$ cat src/rtl/alu_vec_issue.sv
// alu_vec_issue: issue/sequencing stage for vector ALU commands.
//
// Accepts one command per valid/ready handshake, walks its elements through a
// two-stage read/execute pipeline (VRF read, then ALU + VRF write-back) at one
// element per cycle, and finishes with a one-cycle done pulse.
//
// Ports:
//   clk, rst_n                 clock (rising edge), async active-low reset
//   cmd_valid / cmd_ready      command handshake; ready only while idle
//   cmd_ctl, cmd_vlen          ALU op code, element count (clamped to ELEMS)
//   cmd_vs1, cmd_vs2, cmd_vd   source/destination vector registers
//   cmd_scalar_en, cmd_scalar  optional scalar replacing operand b
//   cmd_mask                   per-element write enable (ALU_VEC_MASK_EN only)
//   rd_reg1/2, rd_idx          VRF read selects; rd_data1/2 arrive one cycle later
//   alu_ctl, alu_a, alu_b      ALU drive; alu_out, alu_zero come back combinationally
//   wr_en/reg/idx/data         VRF write-back
//   busy, done, all_zero       status; all_zero valid with done, held until next accept
//
// Optional feature: define ALU_VEC_MASK_EN to add the cmd_mask input.

module alu_vec_issue #(
    parameter int unsigned ELEMS = 8,
    parameter int unsigned AW    = 3,
    parameter int unsigned DW    = 32
) (
    input  logic          clk,
    input  logic          rst_n,
    input  logic          cmd_valid,
    output logic          cmd_ready,
    input  logic [3:0]    cmd_ctl,
    input  logic [AW:0]   cmd_vlen,
    input  logic [4:0]    cmd_vs1,
    input  logic [4:0]    cmd_vs2,
    input  logic [4:0]    cmd_vd,
    input  logic          cmd_scalar_en,
    input  logic [DW-1:0] cmd_scalar,
`ifdef ALU_VEC_MASK_EN
    input  logic [ELEMS-1:0] cmd_mask,
`endif
    output logic [4:0]    rd_reg1,
    output logic [4:0]    rd_reg2,
    output logic [AW-1:0] rd_idx,
    input  logic [DW-1:0] rd_data1,
    input  logic [DW-1:0] rd_data2,
    output logic [3:0]    alu_ctl,
    output logic [DW-1:0] alu_a,
    output logic [DW-1:0] alu_b,
    input  logic [DW-1:0] alu_out,
    input  logic          alu_zero,
    output logic          wr_en,
    output logic [4:0]    wr_reg,
    output logic [AW-1:0] wr_idx,
    output logic [DW-1:0] wr_data,
    output logic          busy,
    output logic          done,
    output logic          all_zero
);

    localparam logic [1:0] StIdle  = 2'd0;
    localparam logic [1:0] StRun   = 2'd1;
    localparam logic [1:0] StDrain = 2'd2;
    localparam logic [1:0] StDone  = 2'd3;

    localparam logic [AW:0] VlenMax = (AW+1)'(ELEMS);

    logic [1:0]    state_q, state_d;
    logic [AW-1:0] idx_q, idx_d;
    logic [AW-1:0] last_q;
    logic          ex_valid_q, ex_valid_d;
    logic [AW-1:0] ex_idx_q, ex_idx_d;
    logic [3:0]    ctl_q;
    logic [4:0]    vs1_q, vs2_q, vd_q;
    logic          scalar_en_q;
    logic [DW-1:0] scalar_q;
    logic          all_zero_q;
    logic          accept;
    logic [AW:0]   vlen_c;
    logic [AW-1:0] last_d;
    logic          elem_en;

`ifdef ALU_VEC_MASK_EN
    logic [ELEMS-1:0] mask_q;
    assign elem_en = mask_q[ex_idx_q];
`else
    assign elem_en = 1'b1;
`endif

    assign cmd_ready = (state_q == StIdle);
    assign accept    = cmd_valid & cmd_ready;
    assign vlen_c    = (cmd_vlen > VlenMax) ? VlenMax : cmd_vlen;
    // Low AW bits of ELEMS are zero, so the wrap-around of the subtraction yields ELEMS-1.
    assign last_d    = vlen_c[AW-1:0] - AW'(1);

    always_comb begin
        state_d    = state_q;
        idx_d      = idx_q;
        ex_valid_d = 1'b0;
        ex_idx_d   = ex_idx_q;
        case (state_q)
            StIdle: begin
                if (accept) begin
                    idx_d   = '0;
                    state_d = (vlen_c == '0) ? StDone : StRun;
                end
            end
            StRun: begin
                // The read issued now executes and writes back next cycle.
                ex_valid_d = 1'b1;
                ex_idx_d   = idx_q;
                if (idx_q == last_q) begin
                    state_d = StDrain;
                end else begin
                    idx_d = idx_q + AW'(1);
                end
            end
            StDrain: state_d = StDone;
            StDone:  state_d = StIdle;
            default: state_d = StIdle;
        endcase
    end

    always_ff @(posedge clk or negedge rst_n) begin
        if (!rst_n) begin
            state_q    <= StIdle;
            idx_q      <= '0;
            ex_valid_q <= 1'b0;
            ex_idx_q   <= '0;
        end else begin
            state_q    <= state_d;
            idx_q      <= idx_d;
            ex_valid_q <= ex_valid_d;
            ex_idx_q   <= ex_idx_d;
        end
    end

    always_ff @(posedge clk or negedge rst_n) begin
        if (!rst_n) begin
            last_q      <= '0;
            ctl_q       <= '0;
            vs1_q       <= '0;
            vs2_q       <= '0;
            vd_q        <= '0;
            scalar_en_q <= 1'b0;
            scalar_q    <= '0;
`ifdef ALU_VEC_MASK_EN
            mask_q      <= '0;
`endif
        end else if (accept) begin
            last_q      <= last_d;
            ctl_q       <= cmd_ctl;
            vs1_q       <= cmd_vs1;
            vs2_q       <= cmd_vs2;
            vd_q        <= cmd_vd;
            scalar_en_q <= cmd_scalar_en;
            scalar_q    <= cmd_scalar;
`ifdef ALU_VEC_MASK_EN
            mask_q      <= cmd_mask;
`endif
        end
    end

    // Starts true at accept; any written non-zero element clears it.
    always_ff @(posedge clk or negedge rst_n) begin
        if (!rst_n) begin
            all_zero_q <= 1'b0;
        end else if (accept) begin
            all_zero_q <= 1'b1;
        end else if (ex_valid_q && elem_en) begin
            all_zero_q <= all_zero_q & alu_zero;
        end
    end

    assign rd_reg1  = vs1_q;
    assign rd_reg2  = vs2_q;
    assign rd_idx   = (state_q == StRun) ? idx_q : '0;

    assign alu_ctl  = ctl_q;
    assign alu_a    = ex_valid_q ? rd_data1 : '0;
    assign alu_b    = ex_valid_q ? (scalar_en_q ? scalar_q : rd_data2) : '0;

    assign wr_en    = ex_valid_q & elem_en;
    assign wr_reg   = vd_q;
    assign wr_idx   = ex_idx_q;
    assign wr_data  = ex_valid_q ? alu_out : '0;

    assign busy     = (state_q != StIdle);
    assign done     = (state_q == StDone);
    assign all_zero = all_zero_q;

endmodule

$ cat config.mk
export PLATFORM = sky130hd
export DESIGN_NAME = alu_vec_issue
export DESIGN_NICKNAME = d
export VERILOG_FILES = /design/src/rtl/alu_vec_issue.sv
export SDC_FILE = /design/constraint.sdc
export NUM_CORES = 1
export LEC_CHECK = 0
export BUFFER_PORTS_ARGS = -buffer_cell sky130_fd_sc_hd__buf_2
export CORE_ASPECT_RATIO = 0.5
export CORE_MARGIN = 10
export CORE_UTILIZATION = 37
export CTS_BUF_LIST = sky130_fd_sc_hd__clkbuf_2
export CTS_CLUSTER_SIZE = 14
export DETAILED_ROUTE_END_ITERATION = 12
export GPL_TIMING_DRIVEN = 0
export PLACE_DENSITY = 0.79
export SYNTH_ARGS = -nofsm -noshare
export SYNTH_HDL_FRONTEND = slang
export SYNTH_SLANG_ARGS = --single-unit
$ cat constraint.sdc
create_clock -name clk -period 1.6 [get_ports clk]
set_input_delay 0.32 -clock clk [delete_from_list [all_inputs] [get_ports clk]]
set_output_delay 0.32 -clock clk [all_outputs]
set_load 0.05 [all_outputs]
== Word level (Yosys, flattened, before mapping) ==
Cells that the tools add are included.
Cells by class
  add/sub/neg operators: 2
  magnitude comparators: 1
  equality and inequality tests: 7
  muxes and demuxes: 16
  bitwise operators: 2
  reduce and logical (&&, ||, !) cells: 7
Operator list (number)
  $mux 32: 4
  $mux 3: 3
  $pmux 2 s4: 1
  $mux 2: 3
  $pmux 3 s2: 1
  $reduce_bool 2->1: 3
  $eq 2x2->1 const B: 2
  $gt 4x4->1 const B: 1
  $logic_not 4->1: 1
  $mux 4: 1
  $ne 2x2->1 const B: 2
  $add 3x1->3 const B: 1
  $eq 3x3->1: 1
  $mux 1: 3
  $reduce_and 3->1: 1
  $sub 3x1->3 const B: 1
  $and 1x1->1: 2
  $eq 2x1->1 const B: 1
  $logic_not 2->1: 1
  $ne 2x1->1 const B: 1
  $reduce_and 2->1: 1
Word-level totals
  register bits: 65
  bits of input ports: 156
  output and inout bits: 126
  logic and storage cells: 47

== Longest topological paths before layout ==
  depth after elaboration: 6
  gate-level depth with buffers: 7
  depth with buffers taken out: 6

== Worst setup path after synthesis ==
OpenSTA, ideal clock, no wires.
  kind: register -> output
  from: reg ex_valid_q, in the netlist wr_en
  to: out alu_b[10]
  data arrival time: 1.699 ns
  setup slack: -0.419 ns
  stages on the path, launching flop included: 4
  path buffers: 1
  path through: dfrtp_1 -> inv_1 -> clkbuf_1 -> nor2_1
On the way
  longest elaborated chain between the ends: 1
RTL lines
  start, declared: line 69  | logic ex_valid_q, ex_valid_d;
  start signal, assigned: line 131  | ex_valid_q <= ex_valid_d;
  $mux 32: line 179  | assign alu_b = ex_valid_q ? (scalar_en_q ? scalar_q : rd_data2) : '0;
  end, declared: line 47  | output logic [DW-1:0] alu_b,
No other way between the ends.

== Worst setup path after layout ==
  from: reg ex_valid_q, in the netlist wr_en
  to: out alu_b[22]
Same word-level chain as after synthesis.

==> metrics.md <==
| Metric | Value |
|---|---|
| Outcome | finished with violations |
| Failing checks | setup timing |
| Non-filler instance count after layout | 837 |
| Setup-failing EPs final | 158 |
| Combinational share of power | 77.5% |
| Congestion Overflow GR | 0 |
| Final period util | 137% |
| Fin. max-slew vios | 0 |
| Maximum VDD drop | 1.40 mV |
| CTS Buffer Depth | 2 |
| Met3 Use GR | 7.06% |
| Vias in the first global route | 4548 |
| Clk network pwr share | 4.5% |
| Hold WC Path Type | in -> reg |
| Fmax | 0.456 GHz |
| CP Capture Type | output port |
| Gp weighted congestion | 0.901 |
| Initial Util | 37.8% |
| Post-synthesis sequential area ratio | 45.9% |
| Worst-path clk slew | 200 ps |
| FF+latch count, synth | 65 |
| WHS | 22.7 ps |
| Layout fillers | 387 |
| Row cnt | 25 |
| RSZ-0062 raised after global routing | yes |
| Max-cap violations | 0 |
| Biggest register | scalar_q |
| Detail Route Antenna Nets | 0 |
| Mean Syn Cell Area | 11.0 sq um |
| Sw Share | 51.0% |
| Die Y | 89.2 um |
| Worst Max-Slew Pin Slew | 873 ps |
| Initial antenna violation count | 6 |
| Tot Pwr | 18.8 mW |
| # clock sinks | 65 |
| # DRC | 0 |
| Clk_lat worst skew | 570 ps |
| DPL Wire Length | 12300 um |
| TNS Setup | -55550 ps |
| Wirelength per Cell | 28.5 um |
| Critical-path maximum fanout | 9 |
| Post-Syn Nets | 486 |
| Worst setup margin | -595 ps |
| Rel. slew slack | 41.8% |
| Leak | 4.02 nW |
| Global-route wire length before repair | 27500 um |
| Fin nets | 867 |
| Post-synth cell types | 26 |
| GRT met2 Usage | 51.1% |
| Yosys warning count | 0 |
| Final clock skew | 35.0 ps |
| Root Driver | clkbuf_2 |
| DRT Pass-1 Iters | 5 |
| Vias | 4528 |
| Core area | 0.00938 sq mm |
| Vias/cell | 5.41 |
| H-tree levels | 3 |
| Critical Path Start Type | flip-flop |
| WP data arrival | 1870 ps |
| Seq pwr share | 18.0% |
| Layout area overhead | 132% |
| Power per cell area | 2290 mW/mm^2 |
| Required time of the critical path | 1280 ps |
| Buffers on Ports | 281 |
| Met1 GRT Util | 25.4% |
| Minimum clock period | 2190 ps |
| Crit Path Category | reg -> out |
| Die X-Extent | 158 um |
| Iteration-0 DRC Markers | 356 |
| Psw | 9.59 mW |
| GR Util All Layers | 26.2% |
| Cell area after synthesis | 0.00355 sq mm |
| Largest register FFs | 32 |
| Inst Count DP | 725 |
| I/O pins | 282 |
| Pint | 9.22 mW |
| Largest net degree at the start of global routing | 66 |
| Share of cells above drive strength 1 | 78.5% |
| Layer with the highest usage | met2 |
| Synthesized instance count | 323 |
| Final WL | 23800 um |
| CTS tree | yes |
| Fin. Hold Viols | 0 |
| CTS buffer count | 9 |
| Total Die Area | 0.0141 sq mm |
cells in the mapped netlist:
cell type,count,area (sq um)
dfrtp_1,65,1630
o21ai_0,6,30.0
nor2b_1,3,18.8
mux2_2,54,608
clkbuf_1,11,41.3
inv_1,8,30.0
xnor2_1,4,35.0
nand2_1,7,26.3
and2_1,64,400
o211ai_1,1,7.51
a22o_1,1,8.76
nand2b_1,3,18.8
mux2i_1,34,340
nor3b_1,1,7.51
and2_2,1,7.51
nand3_1,1,5.00
a21oi_1,2,10.0
buf_6,2,22.5
nor2_1,35,131
a211o_1,1,8.76
mux2_1,1,11.3
buf_2,8,40.0
a31oi_1,1,6.26
nand4_1,1,6.26
ha_1,7,87.6
nand3_2,1,10.0
power groups by stage:
stage / Sequential (mW) / Combinational [mW] / Clock, mW
final: 3.39 / 14.6 / 0.842
after global routing: 3.45 / 15.0 / 0.898
after CTS: 3.09 / 12.4 / 0.804
after detailed placement: 2.96 / 9.18 / 0
after global placement: 2.92 / 9.04 / 0
after floorplan: 3.92 / 6.16 / 0
final timing paths:
| kind | from | end | slack (ps) | depth (start not counted) |
|---|---|---|---|---|
| worst min register to register | rd_reg2[0]$_DFFE_PN0P_ | rd_reg2[0]$_DFFE_PN0P_ | 530 | 1 |
| min in group asynchronous | rst_n | scalar_q[9]$_DFFE_PN0P_ | 440 | 2 |
| worst min-delay path | cmd_scalar[22] | scalar_q[22]$_DFFE_PN0P_ | 20 | 2 |
| worst max register to register | state_q[0]$_DFFE_PN0P_ | rd_reg1[2]$_DFFE_PN0P_ | -240 | 9 |
| max in group asynchronous | rst_n | scalar_q[24]$_DFFE_PN0P_ | 560 | 2 |
| worst max-delay path | wr_en$_DFF_PN0_ | alu_b[22] | -590 | 5 |
layout by cell type, fill, tap and decap left out, types with 4 or more instances in the layout:
cell           count
buf_6             83
mux2_4            53
dfrtp_1           64
buf_4             21
clkbuf_2          12
nor2_4            30
dlygate4sd3_1     52
xnor2_1            4
clkbuf_8           7
diode_2            9
mux2i_1            4
clkbuf_16          8
buf_12             9
and2_2            54
mux2i_4           30
and2_4            10
buf_8             33
buf_2            174
logic make-up (layout without fill, tap and decap cells):
logic type / count (synthesis) / count (layout) / share of synthesized area, %
AND/OR/NAND/NOR: 117 / 117 / 17.8
multiplexers: 89 / 89 / 27.1
flip-flops: 65 / 65 / 45.9
buffers and inverters: 29 / 413 / 3.78
AO/OA/AOI/OAI: 12 / 12 / 2.01
adder cells (fa/ha/maj): 7 / 7 / 2.47
XOR/XNOR: 4 / 4 / 0.988
other: 0 / 9 / 0
critical path, stage by stage, from the launching register on:
cell	delay, ps
dfrtp_2	500
clkinvlp_4	140
buf_12	160
clkbuf_16	170
nor2_4	160
buf_8	170
per-stage QoR:
stage / util (%) / worst slack (ps) / instance area [sq um]
detailed placement: 58.1 / -269 / 5450
finish: 87.6 / -595 / 8220
floorplan: - / -45.4 / 3890
global route: 87.5 / -624 / 8210
CTS: 80.5 / -529 / 7560
global placement: 58.1 / -254 / 5450
area by class of cell:
cell class,count,area (sq um),share of cell area [%]
repair buffers,371,3160,38.4
multi-input cells,229,2800,34.0
flip-flops and latches,65,1630,19.8
plain buffers,20,347,4.22
well taps,121,151,1.84
clock buffers,12,60.1,0.731
inverters,8,46.3,0.563
diodes,9,22.5,0.274
clock inverters,2,8.76,0.107
per-layer routing:
layer / wire (um) / up-vias / part of all wire [%]
met5: 0 / - / 0
met4: 1490 / 0 / 6.2
met3: 2020 / 112 / 8.5
met2: 12200 / 330 / 51
met1: 8090 / 2233 / 34
li1: - / 1853 / -
timing repair:
action | in CTS | in global routing
resized for setup | 351 | 104
hold endpoints to repair | 116 | 0
endpoints found under the setup margin | 126 | 166
hold buffers | 52 | 0
buffers inserted | 19 | 12
pin swaps | 9 | 10
gates cloned | 3 | 8
Power figures use the tool's default switching activity.
